### config.mk
export PLATFORM = sky130hd
export DESIGN_NAME = mdu_sequencer
export DESIGN_NICKNAME = d
export VERILOG_FILES = /design/src/rtl/mdu_sequencer.sv
export SDC_FILE = /design/constraint.sdc
export NUM_CORES = 1
export LEC_CHECK = 0
export CELL_PAD_IN_SITES_DETAIL_PLACEMENT = 0
export CELL_PAD_IN_SITES_GLOBAL_PLACEMENT = 1
export CORE_MARGIN = 8
export CORE_UTILIZATION = 40
export DETAILED_ROUTE_END_ITERATION = 8
export PLACE_DENSITY = 0.74
export REMOVE_ABC_BUFFERS = 1
export SYNTH_ARGS = -nofsm -noshare
export SYNTH_HDL_FRONTEND = slang
export SYNTH_SLANG_ARGS = --single-unit
### constraint.sdc
create_clock -name clk -period 4.6 [get_ports clk]
set_clock_uncertainty 0.15 [all_clocks]
set_input_delay 1.38 -clock clk [delete_from_list [all_inputs] [get_ports clk]]
set_output_delay 1.38 -clock clk [all_outputs]
set_load 0.02 [all_outputs]
### src/rtl/mdu_sequencer.sv
// mdu_sequencer: iterative RV32M multiply/divide unit.
// One op per start pulse, one bit per cycle (shift-add multiply, restoring
// divide), busy while working, then a single-cycle done with a held result.
module mdu_sequencer #(
   parameter int unsigned WIDTH = 32
) (
   input  logic             clk,
   input  logic             reset_n,
   input  logic             start,
   input  logic             kill,
   input  logic [2:0]       Funct3,
   input  logic [WIDTH-1:0] op_a,
   input  logic [WIDTH-1:0] op_b,
   output logic             busy,
   output logic             done,
   output logic [WIDTH-1:0] result
);

   localparam int unsigned CW = $clog2(WIDTH) + 1;

   typedef enum logic [1:0] {
      S_IDLE = 2'd0,
      S_CALC = 2'd1,
      S_FIX  = 2'd2,
      S_DONE = 2'd3
   } state_t;

   state_t             state_q, state_nxt;
   logic               busy_nxt;
   logic               load_c, step_c, fix_c;

   logic [2:0]         f3_q;
   logic               neg_a_q, neg_b_q;
   logic [WIDTH-1:0]   mag_a_q, mag_b_q;
   logic [CW-1:0]      cnt_q;
   logic [WIDTH:0]     acc_q;
   logic [WIDTH-1:0]   lo_q;

   logic               sgn_a_c, sgn_b_c;
   logic               neg_a_c, neg_b_c;
   logic [WIDTH-1:0]   mag_a_c, mag_b_c;

   logic [WIDTH:0]     mul_sum_c;
   logic [WIDTH:0]     div_sh_c;
   logic [WIDTH:0]     div_sub_c;
   logic               div_ge_c;

   logic [2*WIDTH-1:0] prod_c, prod_fix_c;
   logic               div0_c;
   logic [WIDTH-1:0]   quot_c, rem_mag_c, rem_c, res_c;

   // Operand signedness from Funct3, and magnitudes of the incoming operands
   always_comb begin
      sgn_a_c = 1'b0;
      sgn_b_c = 1'b0;
      unique case (Funct3)
         3'b000, 3'b001, 3'b100, 3'b110: begin
            sgn_a_c = 1'b1;
            sgn_b_c = 1'b1;
         end
         3'b010: sgn_a_c = 1'b1;
         default: ;
      endcase
      neg_a_c = sgn_a_c & op_a[WIDTH-1];
      neg_b_c = sgn_b_c & op_b[WIDTH-1];
      mag_a_c = neg_a_c ? WIDTH'(-op_a) : op_a;
      mag_b_c = neg_b_c ? WIDTH'(-op_b) : op_b;
   end

   // One iteration step: add-and-shift for multiply, trial subtract for divide
   always_comb begin
      mul_sum_c = acc_q + (lo_q[0] ? {1'b0, mag_a_q} : '0);
      div_sh_c  = {acc_q[WIDTH-1:0], lo_q[WIDTH-1]};
      div_ge_c  = (div_sh_c >= {1'b0, mag_b_q});
      div_sub_c = div_sh_c - {1'b0, mag_b_q};
   end

   // Sign fix-up, divide-by-zero override and result selection
   always_comb begin
      prod_c     = {acc_q[WIDTH-1:0], lo_q};
      prod_fix_c = (neg_a_q ^ neg_b_q) ? (2*WIDTH)'(-prod_c) : prod_c;
      div0_c     = (mag_b_q == '0);
      quot_c     = div0_c ? '1 : ((neg_a_q ^ neg_b_q) ? WIDTH'(-lo_q) : lo_q);
      rem_mag_c  = div0_c ? mag_a_q : acc_q[WIDTH-1:0];
      rem_c      = neg_a_q ? WIDTH'(-rem_mag_c) : rem_mag_c;
      unique case (f3_q)
         3'b000:                 res_c = prod_fix_c[WIDTH-1:0];
         3'b001, 3'b010, 3'b011: res_c = prod_fix_c[2*WIDTH-1:WIDTH];
         3'b100, 3'b101:         res_c = quot_c;
         default:                res_c = rem_c;
      endcase
   end

   // Next-state and control decode; kill outranks start
   always_comb begin
      state_nxt = state_q;
      load_c    = 1'b0;
      step_c    = 1'b0;
      fix_c     = 1'b0;
      unique case (state_q)
         S_IDLE, S_DONE: begin
            if (kill) begin
               state_nxt = S_IDLE;
            end else if (start) begin
               state_nxt = S_CALC;
               load_c    = 1'b1;
            end else begin
               state_nxt = S_IDLE;
            end
         end
         S_CALC: begin
            if (kill) begin
               state_nxt = S_IDLE;
            end else begin
               step_c = 1'b1;
               if (cnt_q == CW'(WIDTH - 1)) state_nxt = S_FIX;
            end
         end
         S_FIX: begin
            if (kill) begin
               state_nxt = S_IDLE;
            end else begin
               fix_c     = 1'b1;
               state_nxt = S_DONE;
            end
         end
         default: state_nxt = S_IDLE;
      endcase
      busy_nxt = (state_nxt == S_CALC) || (state_nxt == S_FIX);
   end

   // State register with registered busy/done
   always_ff @(posedge clk) begin
      if (!reset_n) begin
         state_q <= S_IDLE;
         busy    <= 1'b0;
         done    <= 1'b0;
      end else begin
         state_q <= state_nxt;
         busy    <= busy_nxt;
         done    <= fix_c;
      end
   end

   // Datapath: operand latch on start, iterate in CALC, capture result in FIX
   always_ff @(posedge clk) begin
      if (!reset_n) begin
         f3_q    <= '0;
         neg_a_q <= 1'b0;
         neg_b_q <= 1'b0;
         mag_a_q <= '0;
         mag_b_q <= '0;
         cnt_q   <= '0;
         acc_q   <= '0;
         lo_q    <= '0;
         result  <= '0;
      end else begin
         if (load_c) begin
            f3_q    <= Funct3;
            neg_a_q <= neg_a_c;
            neg_b_q <= neg_b_c;
            mag_a_q <= mag_a_c;
            mag_b_q <= mag_b_c;
            cnt_q   <= '0;
            acc_q   <= '0;
            lo_q    <= Funct3[2] ? mag_a_c : mag_b_c;
         end else if (step_c) begin
            cnt_q <= CW'(cnt_q + 1'b1);
            if (f3_q[2]) begin
               acc_q <= div_ge_c ? div_sub_c : div_sh_c;
               lo_q  <= {lo_q[WIDTH-2:0], div_ge_c};
            end else begin
               acc_q <= {1'b0, mul_sum_c[WIDTH:1]};
               lo_q  <= {mul_sum_c[0], lo_q[WIDTH-1:1]};
            end
         end
         if (fix_c) result <= res_c;
      end
   end

endmodule

# After elaboration in Yosys (flattened, before gate mapping)
# Cells that the tools add are included.
# word_totals
ramBits	0
word_cells	81
romBits	0
output_inout_bits	34
ff_bits	176
latch_bits	0
memories	0
in_bits	71
# classes
n_shift	0
addsub	8
n_eq_ne	15
magnitude_cmp	1
bitwise_logic	4
n_div	0
mux	29
mul	0
reduce_logical	12
# ops
op	count
2-to-1 mux 32 bit	11
negator 32 bit	4
one-hot mux 32 bit (3 select lines)	1
2-to-1 mux 33 bit	2
2-to-1 mux 64 bit	1
negator 64 bit	1
adder 33 x 32 -> 33 bit	1
>= comparator 33 x 32 -> 1 bit	1
subtractor 33 x 32 -> 33 bit	1
logical NOT 32 bit	1
equality test 3 bit, second input constant	4
2-to-1 mux 1 bit	10
equality test 3 x 2 -> 1 bit, second input constant	3
adder 6 x 1 -> 6 bit, second input constant	1
equality test 2 bit, second input constant	3
equality test 3 x 1 -> 1 bit, second input constant	2
equality test 6 x 5 -> 1 bit, second input constant	1
logical NOT 3 bit	2
2-to-1 mux 2 bit	3
one-hot mux 2 bit (3 select lines)	1
OR reduction 2 bit	3
OR reduction 5 bit	1
equality test 2 x 1 -> 1 bit, second input constant	2
OR reduction 4 bit	1
7 further kinds	8

# Longest topological paths before layout
# Gate-level depths: netlist (run 1).
# depth
depth_word	7
mapped_depth	17

# Worst setup path before layout (run 1)
# No wires, ideal clock.
# synth_timing
path_kind	reg2reg
start	reg mag_b_q[24]
end	reg result[30]
setup_slack_ns	0.310
setup_ns	0.130
synth_period_minus_slack_ns	4.290
stages_incl_launch_ff	17
path_buffers	3
arrival_time_ns	4.010
path_cell_list	dfxtp_1 > nor4_1 > nand4_1 > nor2_1 > clkbuf_1 > clkbuf_1 > buf_1 > mux2i_1 > ha_1 > nor3b_1 > nand4b_1 > nor4bb_1 > mux2i_1 > o31ai_1 > xor2_1 > a221oi_1 > a21oi_1
# synth_via
elab_chain_len	5
elab_cells_between_ends	6
classes_between	1 x add/sub; 4 x mux; 1 x reduce/logical
# synth_rtl
element	line	source
start, declared	34	logic [WIDTH-1:0] mag_a_q, mag_b_q;
start signal, assigned	163	mag_b_q <= mag_b_c;
logical NOT 32 bit (*)	82	div0_c = (mag_b_q == '0);
2-to-1 mux 32 bit	84	rem_mag_c = div0_c ? mag_a_q : acc_q[WIDTH-1:0];
negator 32 bit	85	rem_c = neg_a_q ? WIDTH'(-rem_mag_c) : rem_mag_c;
2-to-1 mux 32 bit	85	
one-hot mux 32 bit (3 select lines) (*)	86	unique case (f3_q)
end signal, assigned	177	if (fix_c) result <= res_c;
end, declared	16	output logic [WIDTH-1:0] result
# Every way passes the cells marked *; elsewhere a longest branch is shown, timed or not.
# A chain may end at the register's enable or synchronous reset.

# Worst setup path after layout (run 1)
# layout_timing
start	in op_a[10]
end	reg lo_q[29]
# layout_via
elab_chain_len	4
# layout_rtl
element	line	source
start, declared	12	input logic [WIDTH-1:0] op_a,
negator 32 bit	66	mag_a_c = neg_a_c ? WIDTH'(-op_a) : op_a;
2-to-1 mux 32 bit	66	
2-to-1 mux 32 bit	166	lo_q <= Funct3[2] ? mag_a_c : mag_b_c;
2-to-1 mux 32 bit	158	if (load_c) begin
end signal, assigned	166	
end signal, assigned	171	lo_q <= {lo_q[WIDTH-2:0], div_ge_c};
end signal, assigned	174	lo_q <= {mul_sum_c[0], lo_q[WIDTH-1:1]};
end, declared	37	logic [WIDTH-1:0] lo_q;
# Every way passes these cells.

==> results of run 1 <==
-- sequential cells by signal, indices dropped and copies added, names as in the netlist --
| signal | count |
|---|---|
| acc_q | 33 |
| lo_q | 32 |
| mag_a_q | 32 |
| mag_b_q | 32 |
| result | 32 |
| cnt_q | 6 |
| f3_q | 3 |
| state_q | 2 |
| busy | 1 |
| done | 1 |
| neg_a_q | 1 |
| neg_b_q | 1 |
-- path summary, 6_finish.rpt --
check,startpoint,endpoint,depth (start not counted)
max,op_a[10],lo_q[29],10
min,acc_q[32],acc_q[32],2
max reg2reg,mag_b_q[0],result[28],14
min reg2reg,acc_q[32],acc_q[32],2
-- where the power goes --
| group | switching [mW] | leakage, nW | total, mW | internal [mW] |
|---|---|---|---|---|
| combinational | 0.838 | 5.61 | 1.40 | 0.557 |
| clock | 0.743 | 0.278 | 1.47 | 0.722 |
| sequential | 0.126 | 1.44 | 1.72 | 1.59 |
-- cell usage after synthesis (20+ instances only) --
library cell and n:
nand2_1 257, dfxtp_1 176, o21ai_0 169, nor2_1 164, a21oi_1 155, clkbuf_1 141
xnor2_1 104, xor2_1 103, mux2i_1 74, ha_1 71, inv_1 62, o211ai_1 52
o211a_1 48, and2_1 46, nor4_1 44, nand3_1 38, nor3_1 37, a21boi_0 35
a211oi_1 32, o31ai_1 32, a31oi_1 28, o21a_1 20
-- critical path, cell delays in order --
cell and delay, ns:
clkdlybuf4s50_1 0.45, or4_1 0.62, or4_1 0.50, nor2_1 0.28
nand4_1 0.21, o41ai_1 0.35, xor2_1 0.22, nand2_1 0.08
o211ai_1 0.11, a21boi_0 0.10
-- logic make-up after synthesis --
logic type               count (synthesis)  share of synthesized area
AND/OR/NAND/NOR                        713                      0.212
AO/OA/AOI/OAI                          697                      0.290
buffers and inverters                  218                     0.0520
XOR/XNOR                               207                      0.113
flip-flops                             176                      0.220
multiplexers                            85                     0.0541
adder cells (fa/ha/maj)                 73                     0.0581
-- area by class of cell --
class / count / area, µm² / area share
Clock buffer: 18 / 429 / 0.0234
Clock inverter: 14 / 141 / 0.00772
Inverter: 63 / 236 / 0.0129
Multi-Input combinational cell: 1775 / 11700 / 0.638
Sequential cell: 176 / 3520 / 0.192
Tap cell: 525 / 657 / 0.0359
Timing Repair Buffer: 178 / 1640 / 0.0895
-- per-layer routing --
layer  wire length [µm]  GRT usage  up-vias
li1                   -          -     7991
met1              29800      0.373     8044
met2              27900      0.410      686
met3               4300     0.0401      125
met4               2360      0.103        0
met5                  0          0        -
-- layout by cell type, fill, tap and decap left out, types with 18 or more instances in the layout --
cell type / Yosys / routed
a211oi_1: 32 / 32
a21boi_0: 35 / 35
a21o_1: 18 / 18
a21oi_1: 155 / 154
a31oi_1: 28 / 28
and2_1: 46 / 47
buf_4: 0 / 71
clkdlybuf4s50_1: 0 / 102
dfxtp_1: 176 / 175
ha_1: 71 / 71
inv_1: 62 / 62
mux2i_1: 74 / 74
nand2_1: 257 / 257
nand3_1: 38 / 38
nor2_1: 164 / 162
nor3_1: 37 / 37
nor4_1: 44 / 44
o211a_1: 48 / 48
o211ai_1: 52 / 52
o21a_1: 20 / 20
o21ai_0: 169 / 169
o31ai_1: 32 / 32
or3_1: 19 / 19
xnor2_1: 104 / 103
xor2_1: 103 / 102
-- per-stage QoR --
stage	total power, mW	worst slack [ns]	instance area [µm²]
final	4.58	0.497	18300
after global routing	4.78	0.293	18300
after CTS	4.57	0.522	18300
after detailed placement	3.11	0.0116	17700
after global placement	3.11	0.0168	17700
after floorplan	2.58	-1.99	15400
==> metrics.txt, run 1 <==
Post-synth ARST share=0; Tmin final=4.10 ns; clock sinks=176; n_diodes=0; critical path fanouts, max=4; Core Area=39600 µm²; Yosys warning count=0; PortBufs=104; RSZ-0062 raised after global routing=false; reg-to-reg slack, setup=0.59 ns; # rows=73; vias in the first global route=16000; Final Cycle Share=0.892; first-pass GRT wire length=98000 µm; Worst slew margin=0.243; Worst-Margin Slew=1.14 ns; layout cells sized above 1=0.0652; GPL Wtd Cong=0.954; drt initial violations=1573; Top FF cell, synth=dfxtp_1; drt first pass iters=7; number of antenna violations at the first check in global routing=0; Clock Path Buffers=2; P_leak=7.32 nW; Worst Path Arrival=4.31 ns; Post-CTS Setup Bufs=0; Syn-to-layout area delta=14.5%; Total GRT Usage=0.267; WL/cell=23.4 µm; VDD IR max=0.287 mV; startpoint type of the worst setup path=primary input; die area=46600 µm²; cell taking the most area after synthesis=dfxtp_1; most area-consuming cells after synthesis=dfxtp_1, nand2_1, xnor2_1; CTS Hold Buffers Added=0; final net count=2355; Setup CP Type=in2reg; HPWL Detailed=50700 µm; outcome=complete, no violations; final setup vio count=0; final count of hold timing violations=0; Crit. End Element=flip-flop; Yosys top cell area share=0.220; Max Fclk=244 MHz; Vias=16800; synthesis-stage register bit count=176; final std cells w/o fill=2749; Post-route DRC=0; H-tree levels=4; DRT antenna net count=0; Filler Cells Inserted=4069; Die Wd=216 µm; largest net degree at the start of global routing=90; hold slack final=0.305 ns; Synth Instances=2169; Yosys cell types=77; IO Count=105; CTS tree=done; Skew-Pair Late Insertion Delay=0.47 ns; Max Cap Viol=0; post-synthesis sequential area ratio=0.220; Required @ worst endpoint=4.80 ns; EDFF count, synth=0; Reg clk slew, reported paths=0.07 ns; Slew Limit Fails=0; Die Height=216 µm; Mapped Area=16000 µm²; synthesized area per cell=7.37 µm²; TNS Setup=0 ns; total gr overflow=0; post-CTS resize count=0; path type of the worst min-delay path=reg2reg; pwr dens=250 nW/µm²; Initial Util=0.403; fin util=0.462; vias per cell=6.13; final WL=64300 µm; Inst Count DP=2717; Num CTS Buffers=17; clock root cell=clkbuf_16
No activity file was read; power rests on OpenSTA's default activity.
==> run 2: changes to the inputs <==
--- a/config.mk
+++ b/config.mk
@@ -9,6 +9,7 @@
 export CELL_PAD_IN_SITES_GLOBAL_PLACEMENT = 1
 export CORE_MARGIN = 8
 export CORE_UTILIZATION = 40
+export CTS_CLUSTER_SIZE = 10
 export DETAILED_ROUTE_END_ITERATION = 8
 export PLACE_DENSITY = 0.74
 export REMOVE_ABC_BUFFERS = 1
==> results of run 2 <==
Same layout as run 1: the final DEF is identical, and so are final timing and power.
==> run 3: changes to the inputs <==
--- a/config.mk
+++ b/config.mk
@@ -8,10 +8,10 @@
 export CELL_PAD_IN_SITES_DETAIL_PLACEMENT = 0
 export CELL_PAD_IN_SITES_GLOBAL_PLACEMENT = 1
 export CORE_MARGIN = 8
-export CORE_UTILIZATION = 40
+export CORE_UTILIZATION = 23
 export CTS_CLUSTER_SIZE = 10
 export DETAILED_ROUTE_END_ITERATION = 8
-export PLACE_DENSITY = 0.74
+export PLACE_DENSITY = 0.46
 export REMOVE_ABC_BUFFERS = 1
 export SYNTH_ARGS = -nofsm -noshare
 export SYNTH_HDL_FRONTEND = slang
==> run 3 against run 2 <==
Global-route usage is 7.5 points lower. Combinational power increased by 6%. Via count decreased by 0.67%. Fmax is 3.8% lower. Core utilization fell by 18 points. Clock-buffer cell count increased by 4. Critical endpoint is now result[28]. Largest cell class unchanged. Largest power group unchanged.
==> metrics.txt, run 3 (same netlist as run 1, synthesis figures left out) <==
outcome=complete, no violations; largest net degree at the start of global routing=109 (+21%); path type of the worst min-delay path=reg2reg; Skew-Pair Late Insertion Delay=0.50 ns (+0.03 ns); Vias=16700 (-0.67%); Final Instance Area=19200 µm² (+4.7%); CP max stage cell=dfxtp_1; hold slack final=0.317 ns (+0.0118 ns); Syn-to-layout area delta=19.9%; pwr dens=245 nW/µm² (-2.0%); Num CTS Buffers=17 (unchanged); Clock power frac=0.319 (about the same); # rows=96 (+32%); Sw Pwr=1.75 mW (+2.7%); RSZ-0062 raised after global routing=false; die area=78200 µm² (+68%); Reg2Reg Depth=18 (+4); CP delay by family, top=simple AND/OR/NAND/NOR gates; met2 WL post-DR=34900 µm (+25%); reg-to-reg slack, setup=0.33 ns (-0.26 ns); worst hold start=result[9]; Critical Path, Cell by Cell=nor4_4 -> buf_4 -> nand4_1 -> buf_4 -> nor2_4 -> mux2i_1 -> ha_1 -> nor3b_1 -> buf_4 -> nand4b_1 -> buf_4 -> nand2b_1 -> nor4bb_1 -> o21ai_0 -> o21ai_0 -> xor2_1 -> a21oi_1 -> a21oi_1; layout cells sized above 1=0.0826 (+0.0174); Worst slew margin=0.409 (+0.166); total gr overflow=0 (unchanged); WL/cell=24.0 µm (+2.8%); drt initial violations=1192 (-24%); Inst Count DP=3164 (+16%); WHS Path Cells=2 (unchanged); r2r endpoint=result[28]; Clock Path Buffers=2 (unchanged); Max Fclk=234 MHz (-3.8%); clock sinks=176 (unchanged); TNS Setup=0 ns (unchanged); Met1 Routed Length=37400 µm (+26%); Required @ worst endpoint=4.88 ns (+0.08 ns); critical path fanouts, max=3 (-1); IO Count=105 (unchanged); final setup vio count=0 (unchanged); Initial Util=0.233 (-0.171); commonest non-fill, non-tap cells in the layout=nand2_1, dfxtp_1, o21ai_0, nor2_1, a21oi_1; number of antenna violations at the first check in global routing=3 (+3); final count of hold timing violations=0 (unchanged); Crit path largest cell delay=0.45 ns (-0.17 ns); final net count=2396 (+1.7%); Top reg by flops=acc_q; VDD IR max=0.183 mV (-36%); Worst Path Buf+Inv=4 (+3); Reg clk slew, reported paths=0.07 ns (about the same); Largest register FFs=33 (unchanged); PortBufs=104 (unchanged); DRT antenna net count=0 (unchanged); vias in the first global route=16500 (+3.0%); Cell Area, Placed=18600 µm² (+4.7%); final WL=76800 µm (+19%); Final WS setup=0.333 ns (-0.163 ns); Total Power=4.69 mW (+2.5%); Die Wd=280 µm (+30%); CTS tree=done; switch share=0.373 (+0.000500); Crit. End Element=flip-flop; Internal=2.94 mW (+2.5%); sequential power share=0.365 (-0.010); Setup CP Type=reg2reg; H-tree levels=4 (unchanged); fin util=0.279 (-0.183); Hold Path Sink=result[9]; Routed met3 length=2520 µm (-41%); Die Height=280 µm (+30%); GPL Wtd Cong=0.937 (-1.8%); Max Cap Viol=0 (unchanged); CP dominant cell by count=buf_4; Post-route DRC=0 (unchanged); dpl ws=0.00125 ns (-0.0103 ns); vias per cell=5.23 (-15%); Worst Path Arrival=4.55 ns (+0.24 ns); most common cell after layout, fill and taps aside=nand2_1; Logic pwr share=0.315 (+0.010); Worst-Margin Slew=0.887 ns (-0.249 ns); drt first pass iters=5 (-2); final std cells w/o fill=3197 (+16%); Reg-to-Reg Start=mag_b_q[31]; Tmin final=4.27 ns (+0.163 ns); top layer in use=met4; Final Cycle Share=0.928 (+0.0355); Slew Limit Fails=0 (unchanged); HPWL Detailed=60800 µm (+20%); P_leak=7.52 nW (+2.7%); first-pass GRT wire length=114000 µm (+16%); Total GRT Usage=0.192 (-0.0752); Core Area=68700 µm² (+73%); startpoint type of the worst setup path=flip-flop; clock root cell=clkbuf_16
## run 3: changes by cell type in the layout (fill, tap and decap cells not counted), sizes merged
cell	change
inv	-5
clkinv	-2
bufinv	+1
buf	+41
clkbuf	+4
clkinvlp	+2
diode	+1
## run 3: how the worst max path moves through the flow
stage / from / end / slack [ns] / depth (start not counted)
4_1_cts: mag_b_q[31] / result[22] / 0.15 / 19
3_5_place_dp: op_a[10] / lo_q[29] / 0.001 / 10
6_report: mag_b_q[31] / result[28] / 0.33 / 18
2_1_floorplan: mag_b_q[24] / result[30] / -1.99 / 13
3_3_place_gp: op_a[11] / lo_q[29] / -0.04 / 10
5_1_grt: mag_b_q[31] / result[30] / 0.004 / 17
## run 3: layout make-up
type | count | area, µm²
Antenna cell | 1 | 2.50
Clock buffer | 22 | 454
Clock inverter | 10 | 104
Fill cell | 7648 | 49500
Inverter | 63 | 236
Multi-Input combinational cell | 1775 | 11700
Sequential cell | 176 | 3530
Tap cell | 931 | 1160
Timing Repair Buffer | 219 | 1960
## run 3: routing by layer
metal	GRT usage	up-vias
li1	-	8077
met1	0.267	8194
met2	0.310	399
met3	0.0223	63
met4	0.0580	0
met5	0	-
## run 3: power groups by stage
stage	logic, mW	registers, mW	clock network, mW
4_1_cts	1.47	1.71	1.57
3_5_place_dp	1.47	1.75	0
6_report	1.48	1.72	1.50
5_1_grt	1.61	1.73	1.61
2_1_floorplan	0.877	1.70	0
3_3_place_gp	1.47	1.75	0
## run 3: repair_timing
item | in CTS | in global routing
hold buffers | 0 | 0
setup buffers | 0 | 0
setup endpoints to repair | 0 | 5
gates resized for setup | 0 | 4
hold endpoints to repair | 0 | 0
## run 3: worst reg2reg max path: stages (launching register included)
cell and delay, ns:
dfxtp_1 0.45, nor4_4 0.38, buf_4 0.19, nand4_1 0.09
buf_4 0.18, nor2_4 0.16, mux2i_1 0.27, ha_1 0.20
nor3b_1 0.19, buf_4 0.15, nand4b_1 0.10, buf_4 0.20
nand2b_1 0.17, nor4bb_1 0.35, o21ai_0 0.23, o21ai_0 0.29
xor2_1 0.17, a21oi_1 0.10, a21oi_1 0.17
